### src/rtl/period_meter.sv
// Measures rise-to-rise period and rise-to-fall high time of a slow asynchronous signal in clock_in cycles.
// Latency: results and valid_out 1 cycle after the synchronized rise (3 after the raw edge); no backpressure.
module period_meter #(
  parameter int unsigned            WIDTH  = 26,
  parameter logic [WIDTH-1:0]       MAXCNT = {WIDTH{1'b1}}
) (
  input  logic             clock_in,
  input  logic             reset,
  input  logic             signal_in,
  input  logic             enable,
  output logic [WIDTH-1:0] period_out,
  output logic [WIDTH-1:0] high_out,
  output logic             valid_out,
  output logic             timeout_out,
  output logic             busy_out
);

  typedef enum logic {IDLE, MEASURE} state_t;

  state_t           state;
  logic [WIDTH-1:0] cnt;
  logic [WIDTH-1:0] hcap;
  logic             s1, s2, s3;
  logic             rise, fall;

  always_ff @(posedge clock_in or posedge reset) begin
    if (reset) begin
      s1 <= 1'b0;
      s2 <= 1'b0;
      s3 <= 1'b0;
    end else begin
      s1 <= signal_in;
      s2 <= s1;
      s3 <= s2;
    end
  end

  assign rise = s2 & ~s3;
  assign fall = ~s2 & s3;

  always_ff @(posedge clock_in or posedge reset) begin
    if (reset) begin
      state       <= IDLE;
      cnt         <= '0;
      hcap        <= '0;
      period_out  <= '0;
      high_out    <= '0;
      valid_out   <= 1'b0;
      timeout_out <= 1'b0;
      busy_out    <= 1'b0;
    end else begin
      valid_out <= 1'b0;
      if (!enable) begin
        // Disabling abandons the partial period; the next rise is only a reference.
        state    <= IDLE;
        cnt      <= '0;
        busy_out <= 1'b0;
      end else begin
        case (state)
          IDLE: begin
            if (rise) begin
              state    <= MEASURE;
              cnt      <= WIDTH'(1);
              hcap     <= '0;
              busy_out <= 1'b1;
            end
          end
          MEASURE: begin
            if (rise) begin
              period_out  <= cnt;
              high_out    <= hcap;
              cnt         <= WIDTH'(1);
              hcap        <= '0;
              timeout_out <= 1'b0;
              valid_out   <= 1'b1;
            end else if (cnt == MAXCNT) begin
              // Counter would saturate: give up and wait for a fresh reference edge.
              timeout_out <= 1'b1;
              state       <= IDLE;
              cnt         <= '0;
              busy_out    <= 1'b0;
            end else begin
              cnt <= cnt + WIDTH'(1);
              if (fall) hcap <= cnt;
            end
          end
          default: begin
            state    <= IDLE;
            cnt      <= '0;
            busy_out <= 1'b0;
          end
        endcase
      end
    end
  end

endmodule

### config.mk
export PLATFORM = sky130hd
export DESIGN_NAME = period_meter
export DESIGN_NICKNAME = d
export VERILOG_FILES = /design/src/rtl/period_meter.sv
export SDC_FILE = /design/constraint.sdc
export NUM_CORES = 1
export LEC_CHECK = 0
export ABC_AREA = 0
export BUFFER_PORTS_ARGS = -buffer_cell sky130_fd_sc_hd__buf_2
export CAP_MARGIN = 20
export CORE_UTILIZATION = 57
export DETAILED_ROUTE_END_ITERATION = 8
export GPL_ROUTABILITY_DRIVEN = 0
export PLACE_DENSITY = 0.82
export REMOVE_ABC_BUFFERS = 1
export SYNTH_ARGS = -nofsm -noshare
export SYNTH_HDL_FRONTEND = slang
export SYNTH_SLANG_ARGS = --single-unit
### constraint.sdc
create_clock -name clock_in -period 4.05 [get_ports clock_in]
set_input_delay 0 -clock clock_in [delete_from_list [all_inputs] [get_ports clock_in]]
set_output_delay 0 -clock clock_in [all_outputs]
set_load 0.03 [all_outputs]
# Word level (Yosys, flattened, before mapping)

Index checks and enable logic that the tools add are counted.

Add/sub/neg operators: 1
Eq/ne operators: 7
Multiplexer cells: 24
Bitwise operators: 5
Reduce and logical (&&, ||, !) cells: 5

Operators with widths:

| kind                    | number |
|---|---|
| $mux W26                | 8 |
| $pmux W26 S2            | 2 |
| $add A26 B1 Y26 const B | 1 |
| $eq A26 B26 Y1 const B  | 1 |
| $mux W1                 | 12 |
| $ne A3 B3 Y1 const B    | 3 |
| $reduce_and A3 Y1       | 3 |
| $pmux W1 S2             | 2 |
| $reduce_and A4 Y1       | 1 |
| $ne A3 B1 Y1 const B    | 1 |
| $ne A3 B2 Y1 const B    | 1 |
| $not A1 Y1              | 3 |
| $and A1 B1 Y1           | 2 |
| $ne A2 B2 Y1 const B    | 1 |
| $reduce_bool A2 Y1      | 1 |

Flip-flop bits (word level): 111
Input bits: 4
Output and inout bits: 55
Logic and storage cells: 53

# Depth between registers and ports, before layout

Gate-level depths: netlist of the first run.

Depth in word-level cells: 6
Gate-level depth with buffers: 7
Depth with buffers taken out: 6

# Least setup slack after synthesis of the first run

No wires, ideal clock.

Path kind: reg2reg
Start: reg cnt[4]
End: reg hcap[5]
Library setup time: 121 ps
Data arrival time: 1703 ps
Required time: 3929 ps
Path slack: 2227 ps
Cell stages (with the launch flop): 8
Path buffers: 2
Clock period less this slack: 1823 ps
Cell sequence: dfrtp_1 > buf_2 > nand4_2 > or4_4 > nor2_2 > nor3_2 > buf_6 > a22o_1

Cells in the longest elaborated chain, start to end: 3

RTL lines:

| element                            | RTL line | RTL |
|---|---|---|
| start, declared                    | 21       | `logic [WIDTH-1:0] cnt;` |
| start signal, assigned             | 83       | `cnt <= cnt + WIDTH'(1);` |
| $eq A26 B26 Y1                     | 76       | `end else if (cnt == MAXCNT) begin` |
| $ne A3 B3 Y1 (no source line)      | --       |  |
| $reduce_and A4 Y1 (no source line) | --       |  |
| end signal, assigned               | 84       | `if (fall) hcap <= cnt;` |
| end, declared                      | 22       | `logic [WIDTH-1:0] hcap;` |

Every way passes these cells.
A chain may end at the register's enable or synchronous reset.

# Final worst setup path of the first run

Start: reg cnt[0]
End: reg hcap[20]

Same word-level chain as after synthesis.

==> results.py, run 1 <==
metrics = {
    "status": {
        "status": "finished clean",
    },
    "detailed_routing": {
        "vias": 3410,
        "dr.pass1.iters": 4,
        "drcViolationCount": 0,
        "postRouteAntennaNets": 0,
        "drt-total-wl_mm": 9.237,
        "vias_per_cell": 5.554,
        "drt_iter0_markers": 148,
        "drt-wirelength-per-cell_um": 15.04,
    },
    "clocking": {
        "clock_latency_ps": 370,
        "root_buffer": "clkbuf_8",
        "htreeDepth": 3,
        "clockBufferDepth": 2,
        "cts_setup_buffers": 0,
        "clk_pin_slew_ps": 100,
        "cts_tree": "done",
        "hold_buffers": 3,
        "cts_inserted_buffers": 9,
        "cts_resized": 0,
        "clock_sinks": 111,
    },
    "floorplanning": {
        "core_area_mm2": 0.007727,
        "num_rows": 32,
        "top_level_ports": 59,
        "dieArea_mm2": 0.008340,
        "fp.dieW_um": 91.33,
        "start_util": 0.5886,
        "die_y_um": 91.33,
    },
    "timing": {
        "rsz0062_at_grt": "no",
        "hold_viol": 0,
        "worst_slew_pin_slew_ps": 910.8,
        "slew_headroom": 0.3895,
        "clock.fmax_ghz": 0.4018,
        "fin_crit_sh": 0.6145,
        "setup_viol_count_final": 0,
        "clock_skew_ps": 12.58,
        "fin_tns_setup_ps": 0,
        "layout_setup_ws_ps": 1561,
        "drv_slew": 0,
        "whs_ps": 150.3,
        "finalCriticalPeriod_ps": 2489,
    },
    "grt": {
        "grt_pass1_wl_mm": 16.05,
        "antenna_found_initial": 0,
        "grtUsageTotal": 0.2453,
        "overflow": 0,
        "grt_pass1_vias": 3375,
        "grt_max_degree": 86,
    },
    "synth": {
        "yosysTopAreaCellShare": 0.6107,
        "synth_ff_type": "dfrtp_1",
        "yosys.area.top_type": "dfrtp_1",
        "synthesis.area_mm2": 0.004548,
        "async_flop_share": 1.000,
        "avgSynthCellArea_um2": 10.11,
        "synth_edf_count": 0,
        "yosysUniqueCellTypes": 44,
        "synth-seq-cells": 111,
        "postSynthCellCount": 450,
        "yosysWarningCount": 0,
        "yosysSeqAreaShare": 0.6107,
        "synthTopCellsByArea": "dfrtp_1 61%, nand2_1 14%, a22o_1 5.2%, nor2_1 1.6%, nand3_1 1.5%",
    },
    "cells_and_area": {
        "nets": 512,
        "layout_common_cells": "165 x nand2_1, 111 x dfrtp_1, 58 x buf_2",
        "fillers": 636,
        "antennaDiodeCount": 0,
        "layout-area-overhead-vs-synth_pct": 12.90,
        "final_common_cell": "nand2_1",
        "drive_gt1_frac": 0.1758,
    },
    "power": {
        "irDropWorstVdd_uv": 191.6,
        "cellLeakagePower_nw": 2.737,
        "p_per_area_mw_per_mm2": 354.7,
    },
    "run": {
        "cap_violations": 0,
    },
    "setup_path": {
        "startpoint_type": "flop",
        "cpPeakStageDelay_ps": 730,
        "worst-path-buf-inv": 1,
        "required_ps": 4350,
        "worstPathMaxFanout": 15,
        "critical_path_class": "flop to flop",
        "worst_path_max_delay_cell": "nor3_2",
        "end_kind": "flop",
        "crit_chain": "ha_1, nand3_1, or4_4, nor2_2, nor3_2, buf_4, a22o_1",
        "crit_family": "simple AND/OR/NAND/NOR gates",
        "critical_path_arrival_ps": 2790,
    },
    "placement": {
        "port_buffers": 58,
        "dp_hpwl_mm": 6.095,
        "place_ws_ps": 1577,
    },
    "min_path": {
        "hold_class": "input pin to async pin",
    },
}
## per-stage QoR
stage                     cells  instance area [um^2]  utilization  power, mW
after floorplan             428                  4427            -      1.193
final                       614                  5135       0.6645      1.821
after CTS                   612                  5102       0.6603      1.827
after detailed placement    593                  4890       0.6328      1.219
after global placement      592                  4882       0.6318      1.215
after global routing        614                  5135       0.6645      1.889
## final timing paths
kind                           start      endpoint  slack (ps)  cells after the start
min reg2reg                       s1            s2         360                      0
max in group asynchronous      reset  high_out[23]        2910                      5
max                           cnt[0]      hcap[20]        1560                      7
min in group clock_in      signal_in            s1         260                      2
max reg2reg                   cnt[0]      hcap[20]        1560                      7
min                            reset   high_out[4]         150                      3
## cell families (layout without fill, tap and decap cells)
group	count (synthesis)	count (layout)	synth area share
AO/OA/AOI/OAI	63	63	0.1037
XOR/XNOR	14	14	0.02696
adder cells (fa/ha/maj)	1	1	0.002751
buffers and inverters	28	90	0.03164
flip-flops	111	111	0.6107
multiplexers	1	1	0.002476
AND/OR/NAND/NOR	232	232	0.2217
## where the power goes
group	switching [mW]	leakage (nW)	internal [mW]
clock	0.363	0.0955	0.257
combinational	0.0597	1.10	0.0185
sequential	0.00787	1.54	1.12
total	0.431	2.74	1.39
## worst reg2reg max path: cells and delay by family (launching register included)
kind            cells  cell delay, ps
simple gates        4            1140
flops               1             470
buf+inv             1             360
fa+ha+maj           1             260
compound gates      1             170
## final cells by class
class	instances	area [um^2]	share of cell area
clock buffer	11	151.4	0.02948
clock inverter	5	31.28	0.006092
inverter	6	25.02	0.004873
multi-input combinational	311	1632	0.3177
sequential	111	2778	0.5409
tap	102	127.6	0.02485
timing repair buffer	68	390.4	0.07602
## per-layer routing
layer / routed length (um) / up-vias / global-route usage / share of wire
met5: 0 / - / 0 / 0
met4: 153 / 0 / 0.1217 / 0.017
met3: 299 / 11 / 0.03601 / 0.032
met2: 4501 / 70 / 0.3908 / 0.49
met1: 4283 / 1688 / 0.3316 / 0.46
li1: - / 1641 / - / -
## registers in the layout (all words and copies together) (netlist names), 26 cells and up
name        count
high_out       26
period_out     26
cnt            26
hcap           26
## synth_stat cells, drive strengths merged (2+ instances only)
cell and instances:
nand3 14, inv 5, nor3 4, nor2 20
nand4 5, dfrtp 111, buf 16, clkbuf 6
and3 5, xor2 8, a21oi 8, o21ai 9
nand2 165, nor4 5, and4 4, a22o 27
a31oi 10, or3 3, or4 2, xnor2 6
o31ai 3
No activity file was read; power rests on OpenSTA's default activity.
==> run 2, diff against run 1 <==
clock period = 2.4 ns   (was 4.05 ns; I/O delays follow)
==> run 2 against run 1 <==
  * Sequential power grew 69%
  * Clock power grew 100%
  * Worst hold slack gained 120 ps
  * Critical path depth shrank 1
  * Routed wire length grew 0.52%
  * Via count grew 2.3%
  * Non-clock buffer count grew 3
  * Register-to-register slack lost 1400 ps
  * Critical endpoint is now hcap[14]
  * Highest routed layer unchanged
==> results.py, run 2 (synthesis gave the netlist of run 1 again) <==
metrics = {
    "detailed_routing": {
        "vias": 3487,
        "drt_iter0_markers": 261,
        "vias_per_cell": 5.652,
        "drt-total-wl_mm": 9.285,
        "dr.pass1.iters": 5,
        "drcViolationCount": 0,
        "drt-wirelength-per-cell_um": 15.05,
        "postRouteAntennaNets": 0,
    },
    "min_path": {
        "hold_class": "input pin to flop",
    },
    "timing": {
        "finalCriticalPeriod_ps": 2202,
        "hold_viol": 0,
        "whs_ps": 270.3,
        "fin_tns_setup_ps": 0,
        "clock_skew_ps": 11.85,
        "rsz0062_at_grt": "no",
        "worst_slew_pin_slew_ps": 743.0,
        "drv_slew": 0,
        "setup_viol_count_final": 0,
        "clock.fmax_ghz": 0.4541,
        "slew_headroom": 0.5047,
        "fin_crit_sh": 0.9176,
    },
    "placement": {
        "dpl.cell_count": 598,
        "port_buffers": 58,
        "dp_hpwl_mm": 6.029,
        "dpl_cell_area_mm2": 0.004940,
    },
    "setup_path": {
        "worstPathMaxFanout": 21,
        "critical_path_arrival_ps": 2460,
        "worst-path-buf-inv": 1,
        "worst_path_max_delay_cell": "or4_1",
        "cpPeakStageDelay_ps": 630,
        "crit_family": "simple AND/OR/NAND/NOR gates",
        "startpoint_type": "flop",
        "critical_path_class": "flop to flop",
        "end_kind": "flop",
        "required_ps": 2660,
        "crit_chain": "nand4_1, or4_1, nor2_2, nor3_2, buf_4, a22o_1",
    },
    "power": {
        "cellLeakagePower_nw": 2.768,
        "power.total_mw": 3.275,
        "irDropWorstVdd_uv": 327.3,
        "p_per_area_mw_per_mm2": 628.4,
    },
    "cells_and_area": {
        "fin_area_mm2": 0.005213,
        "layout_common_cells": "165 x nand2_1, 111 x dfrtp_1, 58 x buf_2",
        "nets": 515,
        "drive_gt1_frac": 0.1825,
        "antennaDiodeCount": 0,
        "final_cells": 617,
        "final_common_cell": "nand2_1",
        "fillers": 600,
        "layout-area-overhead-vs-synth_pct": 14.61,
    },
    "floorplanning": {
        "core_area_mm2": 0.007727,
        "top_level_ports": 59,
        "die_y_um": 91.33,
        "num_rows": 32,
        "start_util": 0.5886,
        "dieArea_mm2": 0.008340,
        "fp.dieW_um": 91.33,
    },
    "clocking": {
        "clock_sinks": 111,
        "cts_tree": "done",
        "htreeDepth": 3,
        "clock_latency_ps": 370,
        "cts_setup_buffers": 0,
        "cts_inserted_buffers": 9,
        "clockBufferDepth": 2,
        "clk_pin_slew_ps": 90,
        "root_buffer": "clkbuf_8",
    },
    "grt": {
        "grtUsageTotal": 0.2443,
        "antenna_found_initial": 0,
        "overflow": 0,
        "grt_pass1_vias": 3309,
        "grt_max_degree": 61,
        "grt_pass1_wl_mm": 16.04,
    },
    "run": {
        "cap_violations": 0,
    },
    "status": {
        "status": "finished clean",
    },
}
-- run 2: stage by stage --
step,setup slack [ps],util
global route,78.90,0.6745
finish,197.8,0.6745
floorplan,-737.9,-
detailed placement,214.2,0.6392
global placement,308.4,0.6392
CTS,134.9,0.6731
-- run 2: cell type report --
| class | count | area (um^2) | share of cell area |
|---|---|---|---|
| clock buffers | 12 | 155.1 | 0.02976 |
| clock inverters | 4 | 76.32 | 0.01464 |
| repair buffers | 71 | 407.9 | 0.07825 |
| multi-input cells | 311 | 1643 | 0.3152 |
| inverters | 6 | 25.02 | 0.004801 |
| flip-flops and latches | 111 | 2778 | 0.5329 |
| well taps | 102 | 127.6 | 0.02448 |
-- run 2: where the power goes --
group	internal (mW)	switching [mW]	total (mW)
Sequential	1.88	0.0127	1.89
Clock	0.649	0.599	1.25
Combinational	0.0312	0.101	0.132
Total	2.56	0.713	3.28
-- run 2: worst paths after layout --
check,from,endpoint,slack [ps],depth (start not counted)
worst max-delay path,cnt[18],hcap[14],200,6
worst min-delay path,signal_in,s1,270,2
worst max register to register,cnt[18],hcap[14],200,6
worst min register to register,s1,s2,360,0
max in group asynchronous,reset,cnt[15],1330,4
min in group asynchronous,reset,high_out[9],290,3
-- run 2: worst register-to-register path, cell delays in order (launching register included) --
cell     delay, ps
dfrtp_1        520
nand4_1        250
or4_1          640
nor2_2         150
nor3_2         100
buf_4          230
a22o_1         210
-- run 2: timing repair --
action	in CTS	in global routing
resized for setup	0	2
endpoints found under the setup margin	0	3
hold buffers	3	0
endpoints found under the hold margin	60	0
-- run 2: routing by layer --
layer | GRT usage | wire length, um | vias up
met4 | 0.1005 | 162 | 0
met2 | 0.3801 | 4466 | 120
met3 | 0.02931 | 451 | 16
met5 | 0 | 0 | -
met1 | 0.3520 | 4204 | 1705
li1 | - | - | 1646
==> run 3, diff against run 2 <==
--- a/config.mk
+++ b/config.mk
@@ -12,5 +12,6 @@
 export DETAILED_ROUTE_END_ITERATION = 8
 export GPL_ROUTABILITY_DRIVEN = 0
-export PLACE_DENSITY = 0.82
+export MAX_ROUTING_LAYER = met4
+export PLACE_DENSITY = 0.87
 export REMOVE_ABC_BUFFERS = 1
 export SYNTH_ARGS = -nofsm -noshare
==> constraint.sdc (replaced) <==
create_clock -name clock_in -period 2.4 [get_ports clock_in]
set_input_delay 0 -clock clock_in [delete_from_list [all_inputs] [get_ports clock_in]]
set_output_delay 0 -clock clock_in [all_outputs]
set_load 0.005 [all_outputs]
==> run 3 against run 2 <==
  * Total power fell by 2.8%
  * Largest power group unchanged
  * Highest routed layer unchanged
  * Worst setup slack is essentially flat
  * Clock power down 7%
  * Count of clock-buffer cells in the layout decreased by 2
  * Worst hold slack worse by 140 ps
  * Cell count unchanged
  * Design area is 0.22% lower
  * Via count rose by 0.26%
  * Critical path depth unchanged
  * Utilization fell by 0.15 points
==> results.py, run 3 (synthesis gave the netlist of run 1 again) <==
metrics = {
    "cells_and_area": {
        "seqCellArea_mm2": 0.002778,
        "drive_gt1_frac": 0.1825,
        "multi_input_area_mm2": 0.001637,
        "nets": 515,
        "fillers": 613,
        "antennaDiodeCount": 0,
        "utilization": 0.6731,
        "layout_common_cells": "165 x nand2_1, 111 x dfrtp_1, 58 x buf_2",
        "layout-area-overhead-vs-synth_pct": 14.36,
        "final_common_cell": "nand2_1",
    },
    "grt": {
        "overflow": 0,
        "top_usage_layer": "met2",
        "grt_pass1_wl_mm": 16.57,
        "grt.met3_usage": 0.02931,
        "grtUsageTotal": 0.2619,
        "antenna_found_initial": 0,
        "grt_pass1_vias": 3366,
        "met1_usage": 0.3677,
        "grt_use_met2": 0.4034,
        "grt_max_degree": 55,
    },
    "timing": {
        "drv_slew": 0,
        "whs_ps": 133.3,
        "rsz0062_at_grt": "no",
        "worst_slew_pin_slew_ps": 731.5,
        "finalCriticalPeriod_ps": 2202,
        "fin_crit_sh": 0.9176,
        "clock_skew_ps": 10.38,
        "hold_viol": 0,
        "slew_headroom": 0.5101,
        "setup_viol_count_final": 0,
        "clock.fmax_ghz": 0.4541,
    },
    "power": {
        "cellLeakagePower_nw": 2.766,
        "swShare": 0.2329,
        "p_comb_frac": 0.039,
        "irDropWorstVdd_uv": 290.2,
        "p_int_mw": 2.442,
        "p_per_area_mw_per_mm2": 612.1,
        "clkPwrFrac": 0.366,
        "p_seq_frac": 0.595,
        "p_switching_mw": 0.7413,
    },
    "floorplanning": {
        "top_level_ports": 59,
        "fp.dieW_um": 91.33,
        "die_y_um": 91.33,
        "start_util": 0.5886,
        "dieArea_mm2": 0.008340,
        "num_rows": 32,
        "core_area_mm2": 0.007727,
    },
    "detailed_routing": {
        "dr.pass1.iters": 4,
        "drcViolationCount": 0,
        "drt_iter0_markers": 434,
        "vias": 3496,
        "drt-wirelength-per-cell_um": 15.44,
        "vias_per_cell": 5.666,
        "drt-total-wl_mm": 9.525,
        "postRouteAntennaNets": 0,
    },
    "status": {
        "status": "finished clean",
    },
    "clocking": {
        "cts_setup_buffers": 0,
        "clock_sinks": 111,
        "clock_latency_ps": 380,
        "clk_pin_slew_ps": 110,
        "cts_inserted_buffers": 9,
        "cts_tree": "done",
        "clockBufferDepth": 2,
        "root_buffer": "clkbuf_8",
        "htreeDepth": 3,
    },
    "setup_path": {
        "critical_path_class": "flop to flop",
        "worstPathMaxFanout": 26,
        "crit_chain": "nand4_1, or4_4, nor2_2, nor3_2, buf_4, a22o_1",
        "startpoint_type": "flop",
        "end_kind": "flop",
        "cpPeakStageDelay_ps": 600,
        "required_ps": 2670,
        "worst_path_max_delay_cell": "or4_4",
        "critical_path_arrival_ps": 2470,
    },
    "placement": {
        "dp_hpwl_mm": 6.271,
        "port_buffers": 58,
    },
    "run": {
        "cap_violations": 0,
    },
    "min_path": {
        "hold_class": "input pin to async pin",
    },
}
-- run 3: changes by cell type in the layout (fill, tap and decap cells not counted), sizes merged --
cell      before  now
clkinv         1    4
clkbuf        12   10
bufinv         2    1
clkinvlp       1    0
inv            6    7
-- run 3: power groups by stage --
stage          registers (mW)  clock network, mW  logic, mW
2_1_floorplan            1.93                  0     0.0701
3_3_place_gp             1.93                  0      0.116
3_5_place_dp             1.93                  0      0.122
4_1_cts                  1.90               1.18      0.126
5_1_grt                  1.90               1.25      0.140
6_report                 1.90               1.16      0.123
-- run 3: area by class of cell --
cell class                 count  area share
clock inverter                 6     0.01467
timing repair buffer          71     0.08083
inverter                       6    0.004811
sequential                   111      0.5340
clock buffer                  10     0.02646
multi-input combinational    311      0.3146
tap                          102     0.02454
-- run 3: final timing paths --
path	startpoint	end	slack (ps)	depth (start not counted)
max in group asynchronous	reset	hcap[2]	1490	4
max	cnt[11]	hcap[13]	200	6
min	reset	valid_out	130	3
min reg2reg	s1	s2	360	0
min in group clock_in	signal_in	s1	260	2
max reg2reg	cnt[11]	hcap[13]	200	6
-- run 3: what timing repair did --
| action | 4_1_cts | 5_1_grt |
|---|---|---|
| hold buffers | 3 | 0 |
| gates resized for setup | 0 | 1 |
| endpoints found under the setup margin | 0 | 4 |
| endpoints found under the hold margin | 78 | 0 |
-- run 3: metrics by stage --
step	TNS (ps)	cells	total power [mW]	setup WS (ps)	instance area, um^2
6_report	0	617	3.183	197.8	5201
5_1_grt	0	617	3.292	13.18	5201
3_3_place_gp	0	598	2.046	329.9	4952
2_1_floorplan	-96430	428	2.000	-737.9	4427
3_5_place_dp	0	598	2.054	162.4	4952
4_1_cts	0	617	3.206	126.6	5196
-- run 3: worst max-delay path: cells and delay by family, from the launching register on --
family | cells | cell delay (ps)
AOI/OAI and AO/OA | 1 | 220
buffers and inverters | 1 | 220
DFF | 1 | 510
and+or+nand+nor | 4 | 1130
-- run 3: per-layer routing --
metal  routed length, um  vias to the layer above
met2                4672                      116
met4                 163                        0
met5                   0                        -
met3                 477                       16
met1                4213                     1725
li1                    -                     1639
